## src/rtl/decode_stage_pipe.sv

```systemverilog
`default_nettype none
// ============================================================================
// Module   : decode_stage_pipe
// Purpose  : Handshaked 32-bit decode stage with an output pipeline register,
//            memsync drain / syscall serialisation FSM and pipeline flush.
// Revision : 1.0 - initial release
// ============================================================================
module decode_stage_pipe #(
  parameter int PC_W           = 32,
  parameter int IMM_W          = 21,
  parameter int SYNC_DRAIN     = 5,
  parameter int SYSCALL_SERIAL = 1
) (
  input  logic              clk_in,
  input  logic              reset_in,
  input  logic              flush_in,
  input  logic              in_valid,
  output logic              in_ready,
  input  logic [31:0]       insn_in,
  input  logic [PC_W-1:0]   insn_pc_in,
  output logic              out_valid,
  input  logic              out_ready,
  output logic [4:0]        rsa_out,
  output logic [4:0]        rsb_out,
  output logic [4:0]        rd_out,
  output logic [4:0]        reg_select_out,
  output logic [IMM_W-1:0]  imm_out,
  output logic [3:0]        aluop_out,
  output logic [1:0]        branch_funct_out,
  output logic              jlnk_out,
  output logic              pc_change_rel_out,
  output logic              pc_change_abs_out,
  output logic              mem_read_out,
  output logic              mem_write_out,
  output logic              memsync_out,
  output logic              syscall_out,
  output logic [31:0]       cp_insn_out,
  output logic [PC_W-1:0]   insn_pc_out
);

  localparam int CNT_W = (SYNC_DRAIN > 1) ? $clog2(SYNC_DRAIN) : 1;
  localparam logic [CNT_W-1:0] CNT_LAST = CNT_W'(SYNC_DRAIN - 1);

  typedef enum logic [1:0] {
    ST_RUN    = 2'd0,
    ST_SYNC   = 2'd1,
    ST_SERIAL = 2'd2
  } state_t;

  typedef struct packed {
    logic [4:0]       rsa;
    logic [4:0]       rsb;
    logic [4:0]       rd;
    logic [4:0]       reg_sel;
    logic [IMM_W-1:0] imm;
    logic [3:0]       aluop;
    logic [1:0]       bfunct;
    logic             jlnk;
    logic             rel;
    logic             abs_chg;
    logic             mem_rd;
    logic             mem_wr;
    logic             msync;
    logic             sysc;
    logic [31:0]      cp;
    logic [PC_W-1:0]  pc;
  } bundle_t;

  state_t           state_q, state_d;
  logic [CNT_W-1:0] cnt_q, cnt_d;
  logic             out_valid_q, out_valid_d;
  bundle_t          bundle_q, bundle_d;
  bundle_t          dec;

  logic [5:0] op;
  logic [7:0] funct_sys;
  logic is_int, is_imm, is_li, is_br, is_jmp, is_jlnk, is_ld, is_st, is_sys, known;
  logic use_rd, use_rsa, use_rsb, pc_chg, accept;

  assign op        = insn_in[31:26];
  assign funct_sys = insn_in[15:8];
  assign is_int    = (op == 6'b010011);
  assign is_imm    = (op == 6'b010110);
  assign is_li     = (op == 6'b010000);
  assign is_br     = (op == 6'b001101);
  assign is_jmp    = (op == 6'b001100);
  assign is_jlnk   = (op == 6'b000100);
  assign is_ld     = (op == 6'b011110);
  assign is_st     = (op == 6'b011101);
  assign is_sys    = (op == 6'b110000);
  assign known     = is_int | is_imm | is_li | is_br | is_jmp | is_jlnk | is_ld | is_st | is_sys;

  assign use_rd  = (op[1] | op[0]) & (~op[2] | op[1]);
  assign use_rsa = op[2] | op[1];
  assign use_rsb = (op[2] & op[0]) | (op[1] & op[0]);
  // Unknown opcodes must not raise any control, so the PC-change term is gated.
  assign pc_chg  = known & ~op[4];

  always_comb begin
    dec         = '0;
    dec.rd      = use_rd  ? insn_in[25:21] : 5'd0;
    dec.rsa     = use_rsa ? insn_in[20:16] : 5'd0;
    dec.rsb     = use_rsb ? insn_in[15:11] : 5'd0;
    dec.imm     = '0;
    if (is_imm)                  dec.imm = IMM_W'(insn_in[15:4]);
    else if (is_ld || is_st)     dec.imm = IMM_W'(insn_in[13:0]);
    else if (is_li)              dec.imm = IMM_W'(insn_in[15:0]);
    else if (is_jmp || is_jlnk)  dec.imm = IMM_W'({insn_in[25:21], insn_in[15:0]});
    else if (is_br)              dec.imm = IMM_W'({insn_in[25:21], insn_in[10:2]});
    else if (is_sys)             dec.imm = IMM_W'(insn_in[7:0]);
    dec.rel     = pc_chg & (is_jmp | is_jlnk | (insn_in[20:16] == 5'd0));
    dec.abs_chg = pc_chg & ~dec.rel;
    dec.jlnk    = is_jlnk;
    dec.mem_wr  = known & op[4] & op[3] & use_rsb;
    dec.mem_rd  = known & op[4] & op[3] & ~use_rsb;
    if (is_int || is_imm) dec.aluop = insn_in[3:0];
    else if (dec.rel)     dec.aluop = 4'b0000;
    else if (is_br)       dec.aluop = 4'b1100;
    else                  dec.aluop = 4'b1111;
    dec.bfunct  = is_br ? insn_in[1:0] : 2'b00;
    if (is_li)                       dec.reg_sel = insn_in[20:16];
    else if (is_sys && funct_sys[1]) dec.reg_sel = 5'b10000;
    dec.sysc    = is_sys & (funct_sys == 8'h00);
    dec.msync   = is_sys & (funct_sys == 8'h04);
    dec.cp      = op[5] ? insn_in : 32'd0;
    dec.pc      = insn_pc_in;
  end

  assign in_ready = (state_q == ST_RUN) & ~reset_in & ~flush_in & (~out_valid_q | out_ready);
  assign accept   = in_valid & in_ready;

  always_comb begin
    state_d     = state_q;
    cnt_d       = cnt_q;
    out_valid_d = out_valid_q;
    bundle_d    = bundle_q;
    if (flush_in) begin
      out_valid_d = 1'b0;
      state_d     = ST_RUN;
      cnt_d       = '0;
    end else begin
      if (accept) begin
        bundle_d    = dec;
        out_valid_d = 1'b1;
      end else if (out_ready) begin
        out_valid_d = 1'b0;
      end
      case (state_q)
        ST_RUN: begin
          if (accept && dec.msync) begin
            state_d = ST_SYNC;
            cnt_d   = '0;
          end else if (accept && dec.sysc && (SYSCALL_SERIAL == 1)) begin
            state_d = ST_SERIAL;
          end
        end
        ST_SYNC: begin
          if (cnt_q == CNT_LAST) begin
            state_d = ST_RUN;
            cnt_d   = '0;
          end else begin
            cnt_d = cnt_q + CNT_W'(1);
          end
        end
        ST_SERIAL: begin
          if (out_valid_q && out_ready) state_d = ST_RUN;
        end
        default: state_d = ST_RUN;
      endcase
    end
  end

  always_ff @(posedge clk_in) begin
    if (reset_in) begin
      state_q     <= ST_RUN;
      cnt_q       <= '0;
      out_valid_q <= 1'b0;
      bundle_q    <= '0;
    end else begin
      state_q     <= state_d;
      cnt_q       <= cnt_d;
      out_valid_q <= out_valid_d;
      bundle_q    <= bundle_d;
    end
  end

  assign out_valid         = out_valid_q;
  assign rsa_out           = bundle_q.rsa;
  assign rsb_out           = bundle_q.rsb;
  assign rd_out            = bundle_q.rd;
  assign reg_select_out    = bundle_q.reg_sel;
  assign imm_out           = bundle_q.imm;
  assign aluop_out         = bundle_q.aluop;
  assign branch_funct_out  = bundle_q.bfunct;
  assign jlnk_out          = bundle_q.jlnk;
  assign pc_change_rel_out = bundle_q.rel;
  assign pc_change_abs_out = bundle_q.abs_chg;
  assign mem_read_out      = bundle_q.mem_rd;
  assign mem_write_out     = bundle_q.mem_wr;
  assign memsync_out       = bundle_q.msync;
  assign syscall_out       = bundle_q.sysc;
  assign cp_insn_out       = bundle_q.cp;
  assign insn_pc_out       = bundle_q.pc;

endmodule
`default_nettype wire
```

## config.mk

```make
export PLATFORM = sky130hd
export DESIGN_NAME = decode_stage_pipe
export DESIGN_NICKNAME = d
export VERILOG_FILES = /design/src/rtl/decode_stage_pipe.sv
export SDC_FILE = /design/constraint.sdc
export NUM_CORES = 1
export LEC_CHECK = 0
export BUFFER_PORTS_ARGS = -buffer_cell sky130_fd_sc_hd__buf_4
export CAP_MARGIN = 20
export CORE_MARGIN = 1
export CORE_UTILIZATION = 25
export CTS_CLUSTER_DIAMETER = 50
export DETAILED_ROUTE_END_ITERATION = 10
export PLACE_DENSITY_LB_ADDON = 0.15
export SLEW_MARGIN = 20
export SYNTH_ARGS = -nofsm -noshare
export SYNTH_HDL_FRONTEND = slang
export SYNTH_SLANG_ARGS = --single-unit
```

## constraint.sdc

```tcl
create_clock -name clk_in -period 2.6 [get_ports clk_in]
set_input_delay 0.52 -clock clk_in [delete_from_list [all_inputs] [get_ports clk_in]]
set_output_delay 0.52 -clock clk_in [all_outputs]
set_load 0.005 [all_outputs]
```

# == Yosys cells after proc, flatten, opt, wreduce, memory -nomap -nowiden ==
# Cells that the tools add are included.
# op_classes
add_sub_neg,1
eq_ne,17
mux,26
n_bitwise,38
n_reduce_logical,16
# ops
op,count
21-bit 2-to-1 mux,4
32-bit 2-to-1 mux,1
"6-bit by 5-bit equality test with 1-bit output, second input constant",5
5-bit 2-to-1 mux,5
1-bit AND,16
1-bit bitwise OR,15
14-bit 2-to-1 mux,1
"6-bit by 4-bit equality test with 1-bit output, second input constant",2
2-bit 2-to-1 mux,6
"8-bit by 3-bit equality test with 1-bit output, second input constant",1
8-bit logical NOT,1
4-bit 2-to-1 mux,2
8-bit 2-to-1 mux,1
1-bit inverter,7
"6-bit by 3-bit equality test with 1-bit output, second input constant",1
"6-bit equality test, second input constant",1
3-bit 2-to-1 mux,2
2-bit one-hot mux with 3 select lines,1
3-bit one-hot mux with 2 select lines,1
5-bit logical NOT,1
1-bit logical AND,4
"2-bit != test, second input constant",2
2-bit AND reduction,2
2-bit nonzero test,2
other kinds (11),14
# word_totals
ff_bits,124
output_inout_bits,120
wordCells,117

# == Longest topological paths before layout ==
# logic_depth
word_depth,13
depth_mapped,7
depth_no_buf,6

# == Worst setup path after synthesis ==
# No wires, ideal clock.
# synth_timing
path_type,input -> register
startpoint,input port insn_in[27]
endpoint,register state_q[1]
setup_ns,0.116
arrival_ns,1.853
t_required_ns,2.484
path_slack_ns,0.631
stages,6
path_buffers,1
cell_sequence,buf_2 -> or2_2 -> nor4b_2 -> nand4_2 -> a211o_1 -> o211a_1
# synth_between
elab_chain_cells,5
# synth_lines
item,line_no,rtl
from (decl),19,"input logic [31:0] insn_in,"
6-bit equality test *,90,assign is_sys = (op == 6'b110000);
1-bit AND (on tied branches),"124, 123",
1-bit logical AND (on tied branches),"150, 153",
3-bit by 1-bit != test with 1-bit output (no line) / 2-bit 2-to-1 mux (equally long branches),n/a,
3-bit AND reduction (no line) / 2-bit one-hot mux with 3 select lines (equally long branches),n/a,
to (signal assigned),180,state_q <= state_d;
to (decl),69,"state_t state_q, state_d;"
# Every way passes the cells marked *; elsewhere a longest branch is shown, timed or not.
# A chain may end at the register's enable or synchronous reset.

# == Worst setup path after layout ==
# layout_timing
startpoint,register out_valid_q (netlist: out_valid)
endpoint,output port in_ready
# layout_between
elab_chain_cells,3
# layout_lines
item,line_no,rtl
from (decl),71,"logic out_valid_q, out_valid_d;"
from (signal assigned),182,out_valid_q <= out_valid_d;
1-bit inverter,129,assign in_ready = (state_q == ST_RUN) & ~reset_in & ~flush_in & (~out_valid_q | out_ready);
1-bit bitwise OR,129,
1-bit AND,129,
to (decl),18,"output logic in_ready,"
# Every way passes these cells.

==> results.yml <==
outcome:
  outcome: "completed"
route:
  totalWireLength_um: 16900
  drc: 0
  drt_iter0_markers: 177
  vias: 4952
  viasPerCell: 4.77
  firstDrtPassIters: 6
  postRouteAntennaNets: 0
  wl_per_cell_um: 16.3
cts:
  post-cts-setup-buffers: 0
  cts_buffers: 17
  cts_root_buf: "clkbuf_16"
  cts_resized: 0
  clock_latency_ns: 0.41
  cts-hold-fix-buffers: 0
  cts.sinks: 124
  cts_buffer_depth: 2
  clk_pin_slew_worst_paths_ns: 0.06
  cts_tree: "done"
  htree_levels: 4
placed_design:
  portBuffers: 188
  dp_hpwl_um: 11900
  placed_cells: 1007
  gp_congestion: 0.762
  dp_slack_ns: 0.186
  dpl-instance-area_sq_um: 6590
cells_and_area:
  num_antenna_cells: 0
  final_cell_mix: "buf_4, dfxtp_1, nand2_1, a21oi_1, nand3_1"
  fillers: 2056
  fin_area_sq_um: 7160
  postLayoutCoreUtil_pct: 36.9
  drive_gt1_share_pct: 32.0
  layout.cells.non_filler: 1039
  area_delta_synth_final_pct: 45.1
  final_nets: 832
  final_common_cell: "buf_4"
yosys:
  synth_cells: 587
  mappedNetlistArea_sq_um: 4930
  synth_top_cell_area_share_pct: 50.3
  syn_nets: 658
  synth_area_leaders: "dfxtp_1, a21oi_1, nand2_1, nand3_1, clkbuf_1"
  synth_cell_types: 57
  synth_top_area_cell: "dfxtp_1"
  ys_ff_latch: 124
  ys.warnings.count: 0
  avgSynthCellArea_sq_um: 8.41
  ys_seq_area_share_pct: 50.3
timing:
  fin_crit_sh_pct: 74.1
  finalSetupViolations: 0
  finalMaxSlewViolations: 0
  fin_crit_ns: 1.93
  grt_setup_unrepaired: "false"
  final_hold_viol_count: 0
  slew_headroom_pct: 42.4
  finalClockSkew_ns: 0.00531
  fmax_ghz: 0.519
  fin_hold_ws_ns: 0.358
  setup_tns_ns: 0
  max_slew.worst_pin.slew_ns: 0.864
  postLayoutSetupSlackWorst_ns: 0.674
hold_path:
  min_to: "insn_pc_out[10]$_SDFFE_PP0P_"
  whs_path_depth: 3
  hp-class: "input pin to flip-flop"
  worstHoldStart: "insn_pc_in[10]"
setup_path:
  cp-start-kind: "flip-flop"
  timing.rr.start: "state_q[1]$_SDFFE_PP0P_"
  cp_cell_sequence: "or2b_2 -> and3_1 -> buf_4"
  crit_type: "flip-flop to output port"
  reg2reg_to: "imm_out[5]$_SDFFE_PP0P_"
  critPathCaptureType: "output port"
  rr_worst_depth: 5
  crit_fanout: 4
  rrSetupSlack_ns: 0.70
  critPathSlowestCell: "dfxtp_1"
  cpLargestDelayFamily: "simple AND/OR/NAND/NOR gates"
  startpoint: "out_valid$_SDFFE_PP0P_"
  required_ns: 2.08
  slowest_delay_ns: 0.35
  crit_buf_inv: 1
  critPathArrivalTime_ns: 1.41
floorplanning:
  die-area_sq_um: 20300
  core_area_sq_um: 19400
  num_rows: 51
  start_util_pct: 25.4
  dieHeight_um: 142
  ios: 189
  die_x_um: 142
grt:
  met1_usage_pct: 21.7
  grtUsageMet3_pct: 4.85
  grt_pass1_vias: 4698
  use_met2_pct: 26.1
  grt_use_total_pct: 16.9
  grt_pass1_wl_um: 26000
  overflow: 0
  top_usage_layer: "met2"
  grt_max_degree: 113
  antenna_found_initial: 0
power:
  p_total_mw: 4.65
  power.density_nw_per_um2: 650
  peakVddDrop_uv: 396
  p_leak_nw: 2.86
flow_run:
  maxCapViolCount: 0
how the worst max path moves through the flow:
| stage | to | slack [ns] | depth (start not counted) |
|---|---|---|---|
| after floorplan | state_q[1]$_SDFFE_PP0P_ | 0.63 | 6 |
| after global placement | imm_out[19]$_SDFFE_PP0P_ | 0.23 | 4 |
| after detailed placement | imm_out[20]$_SDFFE_PP0P_ | 0.19 | 4 |
| after CTS | imm_out[20]$_SDFFE_PP0P_ | 0.63 | 4 |
| after global routing | imm_out[1]$_SDFFE_PP0P_ | 0.46 | 5 |
| final | in_ready | 0.67 | 3 |
kinds of logic (layout without fill, tap and decap cells):
| group | count (synthesis) | after routing | synth area share, % |
|---|---|---|---|
| xor+xnor | 1 | 1 | 0.178 |
| fa+ha+maj | 2 | 2 | 0.507 |
| flops | 124 | 124 | 50.3 |
| mux | 1 | 1 | 0.203 |
| simple gates | 250 | 250 | 25.1 |
| buf+inv | 52 | 239 | 4.67 |
| compound gates | 157 | 157 | 19.1 |
routing by layer:
layer	wire, um	share of wire [%]
met1	7570	45
met3	1280	7.6
met2	7720	46
met4	339	2.0
met5	0	0
tightest hold or removal path, stage by stage:
cell	delay (ns)
buf_4	0.11
nand2_1	0.05
a21oi_1	0.05
area by class of cell:
class	instances	area [sq um]	area share [%]
clock buffers	21	440	6.15
clock inverters	11	120	1.68
multi-input cells	411	2220	31.1
repair buffers	201	1540	21.5
inverters	6	22.5	0.315
well taps	265	332	4.63
flip-flops and latches	124	2480	34.7
Yosys cell counts (all sizes together):
| cell type | number |
|---|---|
| a22oi | 6 |
| and2 | 2 |
| a211oi | 6 |
| a222oi | 2 |
| buf | 20 |
| and4b | 2 |
| nand4 | 7 |
| mux2i | 1 |
| o21ai | 18 |
| or2b | 2 |
| a21oi | 97 |
| ha | 2 |
| dfxtp | 124 |
| nor4 | 3 |
| nand2 | 123 |
| a221oi | 8 |
| clkbuf | 26 |
| or4 | 2 |
| nand3 | 45 |
| or3b | 2 |
| nand3b | 8 |
| nand2b | 6 |
| a31oi | 1 |
| inv | 6 |
| or3 | 2 |
| or2 | 4 |
| and4 | 1 |
| o211a | 1 |
| nor3 | 17 |
| xnor2 | 1 |
| o2bb2ai | 4 |
| nor4b | 2 |
| o21a | 1 |
| a21o | 1 |
| o31ai | 1 |
| a211o | 1 |
| a32oi | 1 |
| and3 | 2 |
| nor3b | 1 |
| a32o | 5 |
| a221o | 4 |
| nor2 | 19 |
power breakdown:
group	total [mW]	switching, mW	internal [mW]
registers	1.97	0.0269	1.95
logic	0.412	0.228	0.183
clock network	2.27	0.859	1.41
sequential cells by signal, indices dropped and copies added, names as in the netlist, 3 cells and up:
register	cells
rsa_out	5
reg_select_out	5
aluop_out	4
imm_out	21
insn_pc_out	32
rsb_out	5
rd_out	5
cnt_q	3
cp_insn_out	32
(Power assumes the default switching activity.)
